File: config.mk
export PLATFORM = sky130hd
export DESIGN_NAME = id_issue_ctrl
export DESIGN_NICKNAME = d
export VERILOG_FILES = /design/src/rtl/id_issue_ctrl.sv
export SDC_FILE = /design/constraint.sdc
export NUM_CORES = 1
export LEC_CHECK = 0
export CAP_MARGIN = 40
export CELL_PAD_IN_SITES_DETAIL_PLACEMENT = 1
export CELL_PAD_IN_SITES_GLOBAL_PLACEMENT = 1
export CORE_MARGIN = 4
export CORE_UTILIZATION = 41
export CTS_CLUSTER_DIAMETER = 200
export DETAILED_ROUTE_END_ITERATION = 16
export GPL_ROUTABILITY_DRIVEN = 0
export PLACE_DENSITY = 0.91
export SYNTH_ARGS = -nofsm -noshare
export SYNTH_HDL_FRONTEND = slang
export SYNTH_SLANG_ARGS = --single-unit
File: constraint.sdc
create_clock -name clk -period 13.47 [get_ports clk]
set_clock_uncertainty 0.1 [all_clocks]
set_input_delay 3.3675 -clock clk [delete_from_list [all_inputs] [get_ports clk]]
set_output_delay 3.3675 -clock clk [all_outputs]
set_load 0.1 [all_outputs]
File: src/rtl/id_issue_ctrl.sv
// Issue sequencer between the instruction queue and decode: pops the queue and buffers bundles.
// Latency: iq_pop at cycle N gives ds_valid at N+2 into an empty buffer; registered outputs only.
// Backpressure: credit-limited pops (buffer + in-flight <= 2); ds_* hold while !ds_ready.
module id_issue_ctrl #(
   parameter int WAY       = 2,
   parameter int BUF_DEPTH = 2
) (
   input  logic                  clk,
   input  logic                  rst,
   input  logic [1:0]            iq_status,
   output logic                  iq_pop,
   input  logic                  iq_resp,
   input  logic [WAY-1:0][31:0]  iq_rdata,
   input  logic [WAY-1:0][31:0]  iq_pc,
   input  logic                  flush,
   input  logic                  ds_ready,
   output logic                  ds_valid,
   output logic [WAY-1:0][31:0]  ds_inst,
   output logic [WAY-1:0][31:0]  ds_pc,
   output logic [31:0]           stall_cnt
);

   typedef enum logic {RUN, DRAIN} state_t;

   localparam logic [2:0] DEPTH = 3'(BUF_DEPTH);

   state_t state, state_nxt;

   // Two-entry circular bundle buffer; one-bit pointers since depth is fixed at two.
   logic [WAY-1:0][31:0] buf_inst [BUF_DEPTH];
   logic [WAY-1:0][31:0] buf_pc   [BUF_DEPTH];
   logic                 head;
   logic                 tail;
   logic [1:0]           count;
   logic                 inflight;

   logic                 q_has_data;
   logic                 hs;
   logic                 enq;
   logic                 deq;
   logic [2:0]           occ_after;

   // Status 01 (empty) and the reserved 11 both mean nothing to pop.
   assign q_has_data = !iq_status[0];

   assign ds_valid = (count != 2'd0);
   assign ds_inst  = buf_inst[head];
   assign ds_pc    = buf_pc[head];

   // Handshake as seen by the credit check; a flush cancels its effect on the buffer.
   assign hs  = ds_valid && ds_ready;
   assign deq = hs && !flush;
   assign enq = iq_resp && inflight && (state == RUN) && !flush;

   // Occupancy the buffer would have once the pending response lands, after this cycle's dequeue.
   assign occ_after = {1'b0, count} + {2'b00, inflight} - {2'b00, hs};

   // State register for the flush/drain sequencer.
   always_ff @(posedge clk) begin
      if (rst) begin
         state <= RUN;
      end else begin
         state <= state_nxt;
      end
   end

   // Next state and pop request; a flush always suppresses the pop for its own cycle.
   always_comb begin
      state_nxt = state;
      iq_pop    = 1'b0;
      if (flush) begin
         state_nxt = inflight ? DRAIN : RUN;
      end else begin
         case (state)
            RUN: begin
               iq_pop = !rst && q_has_data && (occ_after < DEPTH);
            end
            DRAIN: begin
               state_nxt = RUN;
            end
            default: begin
               state_nxt = RUN;
            end
         endcase
      end
   end

   // Buffer pointers, occupancy and in-flight tracking; flush empties the buffer outright.
   always_ff @(posedge clk) begin
      if (rst) begin
         head     <= 1'b0;
         tail     <= 1'b0;
         count    <= 2'd0;
         inflight <= 1'b0;
         for (int i = 0; i < BUF_DEPTH; i++) begin
            buf_inst[i] <= '0;
            buf_pc[i]   <= '0;
         end
      end else begin
         inflight <= iq_pop;
         if (flush) begin
            head  <= 1'b0;
            tail  <= 1'b0;
            count <= 2'd0;
         end else begin
            if (enq) begin
               buf_inst[tail] <= iq_rdata;
               buf_pc[tail]   <= iq_pc;
               tail           <= ~tail;
            end
            if (deq) begin
               head <= ~head;
            end
            case ({enq, deq})
               2'b10:   count <= count + 2'd1;
               2'b01:   count <= count - 2'd1;
               default: count <= count;
            endcase
         end
      end
   end

   // Saturating count of cycles where a bundle is offered but decode refuses it.
   always_ff @(posedge clk) begin
      if (rst) begin
         stall_cnt <= '0;
      end else if (ds_valid && !ds_ready && (stall_cnt != 32'hFFFF_FFFF)) begin
         stall_cnt <= stall_cnt + 32'd1;
      end
   end

endmodule

After elaboration in Yosys (flattened, before gate mapping)

Memory sizes are Yosys's and may differ from the RTL's. A register that Yosys moved wholly into a read port is not among the register bits.
Cells that the tools add are included.
Widths: inputs -> output; s select.

Flip-flop bits (word level): 38
Bits in latches: 0
Memory bits (writable): 256
Memory bits (read-only): 0
Input bits: 135
Logic and storage cells: 60
Memories kept: 2

Add/subtract/negate cells: 5
Multipliers: 0
Div/mod/pow operators: 0
Magnitude comparators: 1
Eq/ne operators: 3
Shift-type cells: 0
Muxes and demuxes: 20
Bitwise gates (word level): 4
Reduce and logical (&&, ||, !) cells: 19

Memories:

| name     | depth | width | rd ports | clocked after memory_dff | write ports | RTL line | RTL |
|---|---|---|---|---|---|---|---|
| buf_inst | 2     | 64    | 1        | 1                        | 2           | 30       | `logic [WAY-1:0][31:0] buf_inst [BUF_DEPTH];` |
| buf_pc   | 2     | 64    | 1        | 1                        | 2           | 31       | `logic [WAY-1:0][31:0] buf_pc [BUF_DEPTH];` |

Operators with widths:

| kind                  | count |
|---|---|
| $mux 64               | 2 |
| $reduce_or 64->1      | 2 |
| $add 32x1->32 const B | 1 |
| $ne 32x32->1 const B  | 1 |
| $mux 1                | 17 |
| $logic_and 1x1->1     | 9 |
| $logic_not 1->1       | 4 |
| $not 1->1             | 4 |
| $pmux 2 s2            | 1 |
| $reduce_bool 2->1     | 2 |
| $reduce_or 2->1       | 2 |
| $add 2x1->3           | 1 |
| $lt 3x2->1 const B    | 1 |
| $sub 3x1->3           | 1 |
| $add 2x1->2 const B   | 1 |
| $eq 2x1->1 const B    | 1 |
| $eq 2x2->1 const B    | 1 |
| $sub 2x1->2 const B   | 1 |

Depth between registers and ports, before layout

Gate-level depths: netlist (run 1).

Word-level depth: 9
Gate-level depth with buffers: 8
Depth with buffers taken out: 8

Worst setup path before layout (run 1)

OpenSTA, ideal clock, no wires.

Kind: in2reg
Start point: input port flush
End point: memory buf_inst[0][0] in the netlist's numbering, enable pin
Library setup time: 642 ps
Arrival time: 9,797 ps
Required time: 12,728 ps
Path slack: 2,931 ps
Stages: 4
Buffers on the path: 1
Cells stage by stage: clkbuf_1 -> nor2_1 -> nand3_1 -> o21bai_1

RTL lines:

| element         | RTL line | RTL |
|---|---|---|
| start, declared | 15       | `input logic flush,` |
| end, declared   | 30       |  |

Worst setup path after layout (run 1)

Start point: input port ds_ready
End point: output port iq_pop

Word-level cells in the longest chain between the ends: 6

Ends and longest elaborated chain:

| element           | RTL line | RTL |
|---|---|---|
| start, declared   | 16       | `input logic ds_ready,` |
| $logic_and 1x1->1 | 51       | `assign hs = ds_valid && ds_ready;` |
| $sub 3x1->3       | 56       | `assign occ_after = {1'b0, count} + {2'b00, inflight} - {2'b00, hs};` |
| $lt 3x2->1        | 76       | `iq_pop = !rst && q_has_data && (occ_after < DEPTH);` |
| $logic_and 1x1->1 | 76       |  |
| $mux 1            | 74       | `case (state)` |
| $mux 1            | 71       | `if (flush) begin` |
| end, declared     | 11       | `output logic iq_pop,` |

Every way passes these cells.

==> results of run 1 <==
## path summary, 6_finish.rpt
path | endpoint | depth (start not counted) | slack [ns] | startpoint
min reg2reg | stall_cnt[25]$_SDFFE_PP0P_ | 2 | 0.44 | stall_cnt[25]$_SDFFE_PP0P_
max reg2reg | buf_inst[0][38]$_SDFFCE_PN0P_ | 5 | 10.28 | state$_SDFF_PP0_
max | iq_pop | 10 | 3.90 | ds_ready
min | stall_cnt[25]$_SDFFE_PP0P_ | 2 | 0.44 | stall_cnt[25]$_SDFFE_PP0P_
## registers in the layout, summed over array words and instances (netlist names), named ones only
name,count
state,1
buf_pc,128
stall_cnt,32
inflight,1
tail,1
count,2
buf_inst,128
head,1
## cells by family (layout without fill, tap and decap cells)
logic type               count (synthesis)  in the layout
adder cells (fa/ha/maj)                  4              4
multiplexers                           131            131
AND/OR/NAND/NOR                        376            376
XOR/XNOR                                18             18
flip-flops                             295            295
buffers and inverters                   60            538
AO/OA/AOI/OAI                           42             42
other                                    0              6
## layer usage
layer	GRT usage (%)	wire length (microns)	vias to the layer above
met4	10.0	1760	8
met3	6.02	2700	107
met2	49.3	25100	339
li1	-	-	4224
met1	28.4	16100	4729
met5	0	60	-
## power breakdown
part | internal, uW | leakage, uW | switching [uW]
Combinational | 117 | 0.00438 | 157
Clock | 523 | 0.000516 | 372
Sequential | 1020 | 0.00301 | 9.62
Total | 1660 | 0.00790 | 539
## through the flow
step,util [%],std cells
after global routing,66.7,1805
after detailed placement,63.3,1741
after CTS,66.7,1800
after floorplan,-,926
final,66.7,1806
after global placement,52.7,1572
## worst register-to-register path, stage by stage, from the launching register on
cell and delay, ns:
dfxtp_1 0.31, nor2_1 0.17, nand3_1 0.27, o21bai_4 0.57
buf_4 0.61, buf_4 0.73
## cells in the mapped netlist, types with 3 or more instances
| cell type | n |
|---|---|
| a21oi_1 | 16 |
| a31oi_1 | 3 |
| and2_1 | 260 |
| and3_1 | 6 |
| buf_2 | 6 |
| clkbuf_1 | 45 |
| dfxtp_1 | 39 |
| edfxtp_1 | 256 |
| ha_1 | 3 |
| inv_1 | 6 |
| mux2_2 | 129 |
| nand2_1 | 21 |
| nand2b_1 | 3 |
| nand3_1 | 13 |
| nand4_1 | 9 |
| nor2_1 | 25 |
| nor2b_1 | 6 |
| nor3_1 | 7 |
| o21ai_0 | 9 |
| o31ai_1 | 5 |
| or3_1 | 8 |
| or4_1 | 7 |
| xnor2_1 | 10 |
| xor2_1 | 8 |
## area by class of cell
| class | instances | share of cell area (%) |
|---|---|---|
| flip-flops and latches | 295 | 41.1 |
| repair buffers | 473 | 30.5 |
| multi-input cells | 571 | 20.7 |
| clock buffers | 41 | 4.25 |
| well taps | 396 | 2.40 |
| clock inverters | 18 | 0.849 |
| inverters | 6 | 0.109 |
| diodes | 6 | 0.0728 |
==> reports/metrics.yaml, run 1 <==
outcome:
  outcome: "completed"
floorplanning:
  rows: 64
  coreArea_sq_um: 30900
  io_pins: 297
  fp.dieH_microns: 186
  dieArea_sq_um: 34500
  die_w_microns: 186
  floorplan.initialDensity_pct: 41.9
routing:
  first_iter_violations: 660
  routed_via_density: 5.21
  dr_total_vias: 9407
  drtAntennaViolNets: 0
  first_pass_iters: 5
  drcViolationCount: 0
  wl_per_cell_microns: 25.3
  wl_mm: 45.7
power_and_ir_drop:
  powerDensity_nw_per_um2: 106
  p_total_uw: 2200
  power_leakage_uw: 0.00790
  vdd_ir_drop_max_uv: 108
layout:
  multi_input_area_sq_um: 4270
  finalNetCount: 1520
  drive_gt1_share_pct: 26.0
  fill_cells: 2771
  stdcell_area_sq_um: 20600
  syn2layout_area_growth_pct: 59.2
  final_common_cell: "clkdlybuf4s50_1"
  final_cell_mix: "295 x clkdlybuf4s50_1, 260 x and2_1, 256 x edfxtp_1"
  seq_area_sq_um: 8470
yosys:
  synth_cells: 926
  yosysSeqAreaShare_pct: 65.3
  synthArstFlopShare_pct: 0
  yosysWarnings: 0
  synthFlopType: "edfxtp_1"
  synthXorXnorAreaFrac_pct: 1.22
  synth_compound_area_share_pct: 2.10
  ys_seq_elements: 295
  synth_top_family_by_area: "simple AND/OR/NAND/NOR gates"
  synthMuxAreaShare_pct: 11.4
  synth_cell_type_count: 44
  syn_avg_cell_area_sq_um: 14.0
  synth_top_area_share_pct: 59.3
  yosys.area.top_type: "edfxtp_1"
  netlist_area_sq_um: 13000
  synthAdderAreaFrac_pct: 0.444
  synthTopCellsByArea: "edfxtp_1 59%, and2_1 13%, mux2_2 11%"
  yosys.area_share.simple_pct: 17.6
  synth-edff-count: 256
  synthesis.nets: 1065
timing:
  fin_crit_ns: 9.57
  setup_tns_ns: 0
  slew_viol_final: 0
  whs_ns: 0.443
  maxSlewHeadroom_pct: 40.2
  hold_viol: 0
  setup_viol: 0
  clock.fmax_ghz: 0.104
  finalCritPeriodShare_pct: 71.1
  tightest_slew_ns: 0.891
  rsz0062_at_grt: "no"
  setup_ws_ns: 3.90
setup_path:
  max_stage_delay_ns: 0.63
  crit_arrival_ns: 6.10
  crit_type: "input port to primary output"
  required_ns: 10.00
  cp_slowest_cell: "clkdlybuf4s50_1"
  crit_chain: "clkdlybuf4s50_1 -> nand2_1 -> inv_1 -> ha_1 -> nand2b_1 -> fa_1 -> nand3_1 -> nor2_1 -> clkdlybuf4s50_1 -> buf_16"
  endpoint_kind: "primary output"
  crit_fanout: 3
  startpoint_type: "input port"
  path_common_cell: "clkdlybuf4s50_1"
  crit_family: "buffers and inverters"
  crit_buf_inv: 4
cts:
  cts_tree: "done"
  post_cts_buffers: 0
  postCtsHoldBufs: 0
  cts_htree_levels: 2
  cts.clk_slew.worst_paths_ns: 0.06
  clockRootBuffer: "clkbuf_16"
  clock-sinks: 295
  post_cts_resized: 0
  clk_path_buf_depth: 3
  clk_latency_ns: 0.51
  cts_buffers: 34
place:
  dp_hpwl_mm: 31.4
  io_buffer_count: 295
  placed_area_sq_um: 19600
  place_ws_ns: 4.03
run:
  drv_cap: 0
global_route:
  grt_pass1_vias: 10900
  grt_util_all_layers_pct: 26.2
  grt-ovfl-total: 0
  grt_max_degree: 70
  grt_first_pass_wirelength_mm: 68.3
  antenna_found_initial: 9
hold_path:
  hold_class: "flop to flop"
(Power assumes the default switching activity.)
==> run 2, diff against run 1 <==
Settings changed: CORE_UTILIZATION 41 to 37, PLACE_DENSITY 0.91 to 0.87.
Clock period 13.47 ns to 7.9 ns, I/O delays scaled along.
==> reports/metrics.yaml, run 2 (synthesis gave the netlist of run 1 again) <==
setup_path:
  crit_fanout: 3  # unchanged
  endpoint_kind: "primary output"  # unchanged
  crit_arrival_ns: 4.22  # was 6.10 ns
  crit_type: "input port to primary output"  # unchanged
  startpoint_type: "input port"  # unchanged
  required_ns: 5.83  # was 10.00 ns
place:
  dp_cells: 1795  # was 1,741
  placed_area_sq_um: 19700  # was 19,600 sq um
  io_buffer_count: 295  # unchanged
  dp_hpwl_mm: 29.4  # was 31.4 mm
floorplanning:
  rows: 68  # was 64
  io_pins: 297  # unchanged
  coreArea_sq_um: 34500  # was 30,900 sq um
  die_w_microns: 195  # was 186 microns
  floorplan.initialDensity_pct: 37.5  # was 41.9%
  fp.dieH_microns: 195  # was 186 microns
  dieArea_sq_um: 38100  # was 34,500 sq um
cts:
  clockRootBuffer: "clkbuf_16"  # unchanged
  clk_latency_ns: 0.50  # was 0.51 ns
  cts.clk_slew.worst_paths_ns: 0.06  # about the same
  post_cts_buffers: 0  # unchanged
  clk_path_buf_depth: 3  # unchanged
  cts_tree: "done"  # unchanged
  cts_buffers: 35  # was 34
  post_cts_resized: 0  # unchanged
  cts_htree_levels: 2  # unchanged
  postCtsHoldBufs: 0  # unchanged
  clock-sinks: 295  # unchanged
timing:
  clock.fmax_ghz: 0.159
  finalCritPeriodShare_pct: 79.6
  fin_crit_ns: 6.29
  tightest_slew_ns: 0.864  # was 0.891 ns
  slew_viol_final: 0  # unchanged
  setup_viol: 0  # unchanged
  setup_tns_ns: 0  # unchanged
  maxSlewHeadroom_pct: 42.0  # was 40.2%
  hold_viol: 0  # unchanged
  rsz0062_at_grt: "no"  # unchanged
routing:
  dr_total_vias: 9180  # was 9,407
  routed_via_density: 4.94  # was 5.21
  wl_mm: 43.1  # was 45.7 mm
  drtAntennaViolNets: 0  # unchanged
  drcViolationCount: 0  # unchanged
  first_iter_violations: 351  # was 660
  first_pass_iters: 4  # was 5
  wl_per_cell_microns: 23.2  # was 25.3 microns
power_and_ir_drop:
  powerDensity_nw_per_um2: 182  # was 106 nW/um^2
  power_leakage_uw: 0.00791  # was 0.00790 uW
  vdd_ir_drop_max_uv: 143  # was 108 uV
global_route:
  grt-ovfl-total: 0  # unchanged
  grt_max_degree: 88  # was 70
  grt_first_pass_wirelength_mm: 65.8  # was 68.3 mm
  antenna_found_initial: 4  # was 9
  grt_pass1_vias: 10700  # was 10,900
  grt_util_all_layers_pct: 22.3  # was 26.2%
layout:
  drive_gt1_share_pct: 25.9  # was 26.0%
  stdcell_count: 1857  # was 1,806
  syn2layout_area_growth_pct: 60.3  # was 59.2%
  final_common_cell: "clkdlybuf4s50_1"  # unchanged
  final_cell_mix: "294 x clkdlybuf4s50_1, 260 x and2_1, 256 x edfxtp_1"  # was 295 x clkdlybuf4s50_1, 260 x and2_1, 256 x edfxtp_1
  fill_cells: 3206  # was 2,771
  stdcell_area_sq_um: 20800  # was 20,600 sq um
  multi_input_area_sq_um: 4270  # unchanged
  largestRegisters: "buf_inst (128), buf_pc (128), stall_cnt (32)"  # unchanged
  seq_area_sq_um: 8470  # unchanged
  finalNetCount: 1516  # was 1,520
run:
  drv_cap: 0  # unchanged
outcome:
  outcome: "completed"  # unchanged
hold_path:
  hold_class: "flop to flop"  # unchanged
[run 2: path summary, 6_finish.rpt]
| check | depth (start not counted) | start | to | slack [ns] |
|---|---|---|---|---|
| worst max register to register | 5 | stall_cnt[9]$_SDFFE_PP0P_ | stall_cnt[16]$_SDFFE_PP0P_ | 5.09 |
| worst max-delay path | 9 | ds_ready | iq_pop | 1.61 |
| worst min-delay path | 2 | stall_cnt[19]$_SDFFE_PP0P_ | stall_cnt[19]$_SDFFE_PP0P_ | 0.40 |
| worst min register to register | 2 | stall_cnt[19]$_SDFFE_PP0P_ | stall_cnt[19]$_SDFFE_PP0P_ | 0.40 |
[run 2: final cells by class]
cell class / count / share of cell area (%)
Timing Repair Buffer: 468 / 30.5
Clock inverter: 16 / 0.639
Multi-Input combinational cell: 571 / 20.6
Sequential cell: 295 / 40.8
Inverter: 6 / 0.108
Clock buffer: 44 / 4.58
Antenna cell: 2 / 0.0241
Tap cell: 455 / 2.74
[run 2: where the power goes]
part           switching [uW]  total (uW)  internal, uW
combinational             265         465           200
clock                     640        1560           917
sequential               15.9        1750          1730
total                     920        3770          2850
[run 2: metal layers]
| metal | vias up | GRT usage, % | part of all wire, % |
|---|---|---|---|
| li1 | 4212 | - | - |
| met1 | 4593 | 23.9 | 35 |
| met2 | 285 | 43.0 | 56 |
| met3 | 86 | 4.81 | 5.7 |
| met4 | 4 | 7.94 | 3.6 |
| met5 | - | 0 | 0.049 |
[run 2: worst max-delay path: stages]
cell and delay, ns:
clkdlybuf4s50_1 0.52, nand2_1 0.13, inv_1 0.08, ha_1 0.21, nand2b_1 0.16, fa_1 0.49, nand3_1 0.10, nor2_1 0.20
buf_4 0.34
[run 2: through the flow]
step / hold slack (ns) / util [%] / setup slack, ns / power [uW]
6_report: 0.402 / 60.1 / 1.61 / 3770
3_5_place_dp: 0.388 / 57.0 / 1.67 / 2250
3_3_place_gp: 0.358 / 47.5 / 1.81 / 2120
5_1_grt: 0.428 / 60.1 / 1.50 / 3890
2_1_floorplan: 0.346 / - / 1.49 / 2000
4_1_cts: 0.399 / 60.1 / 1.63 / 3820
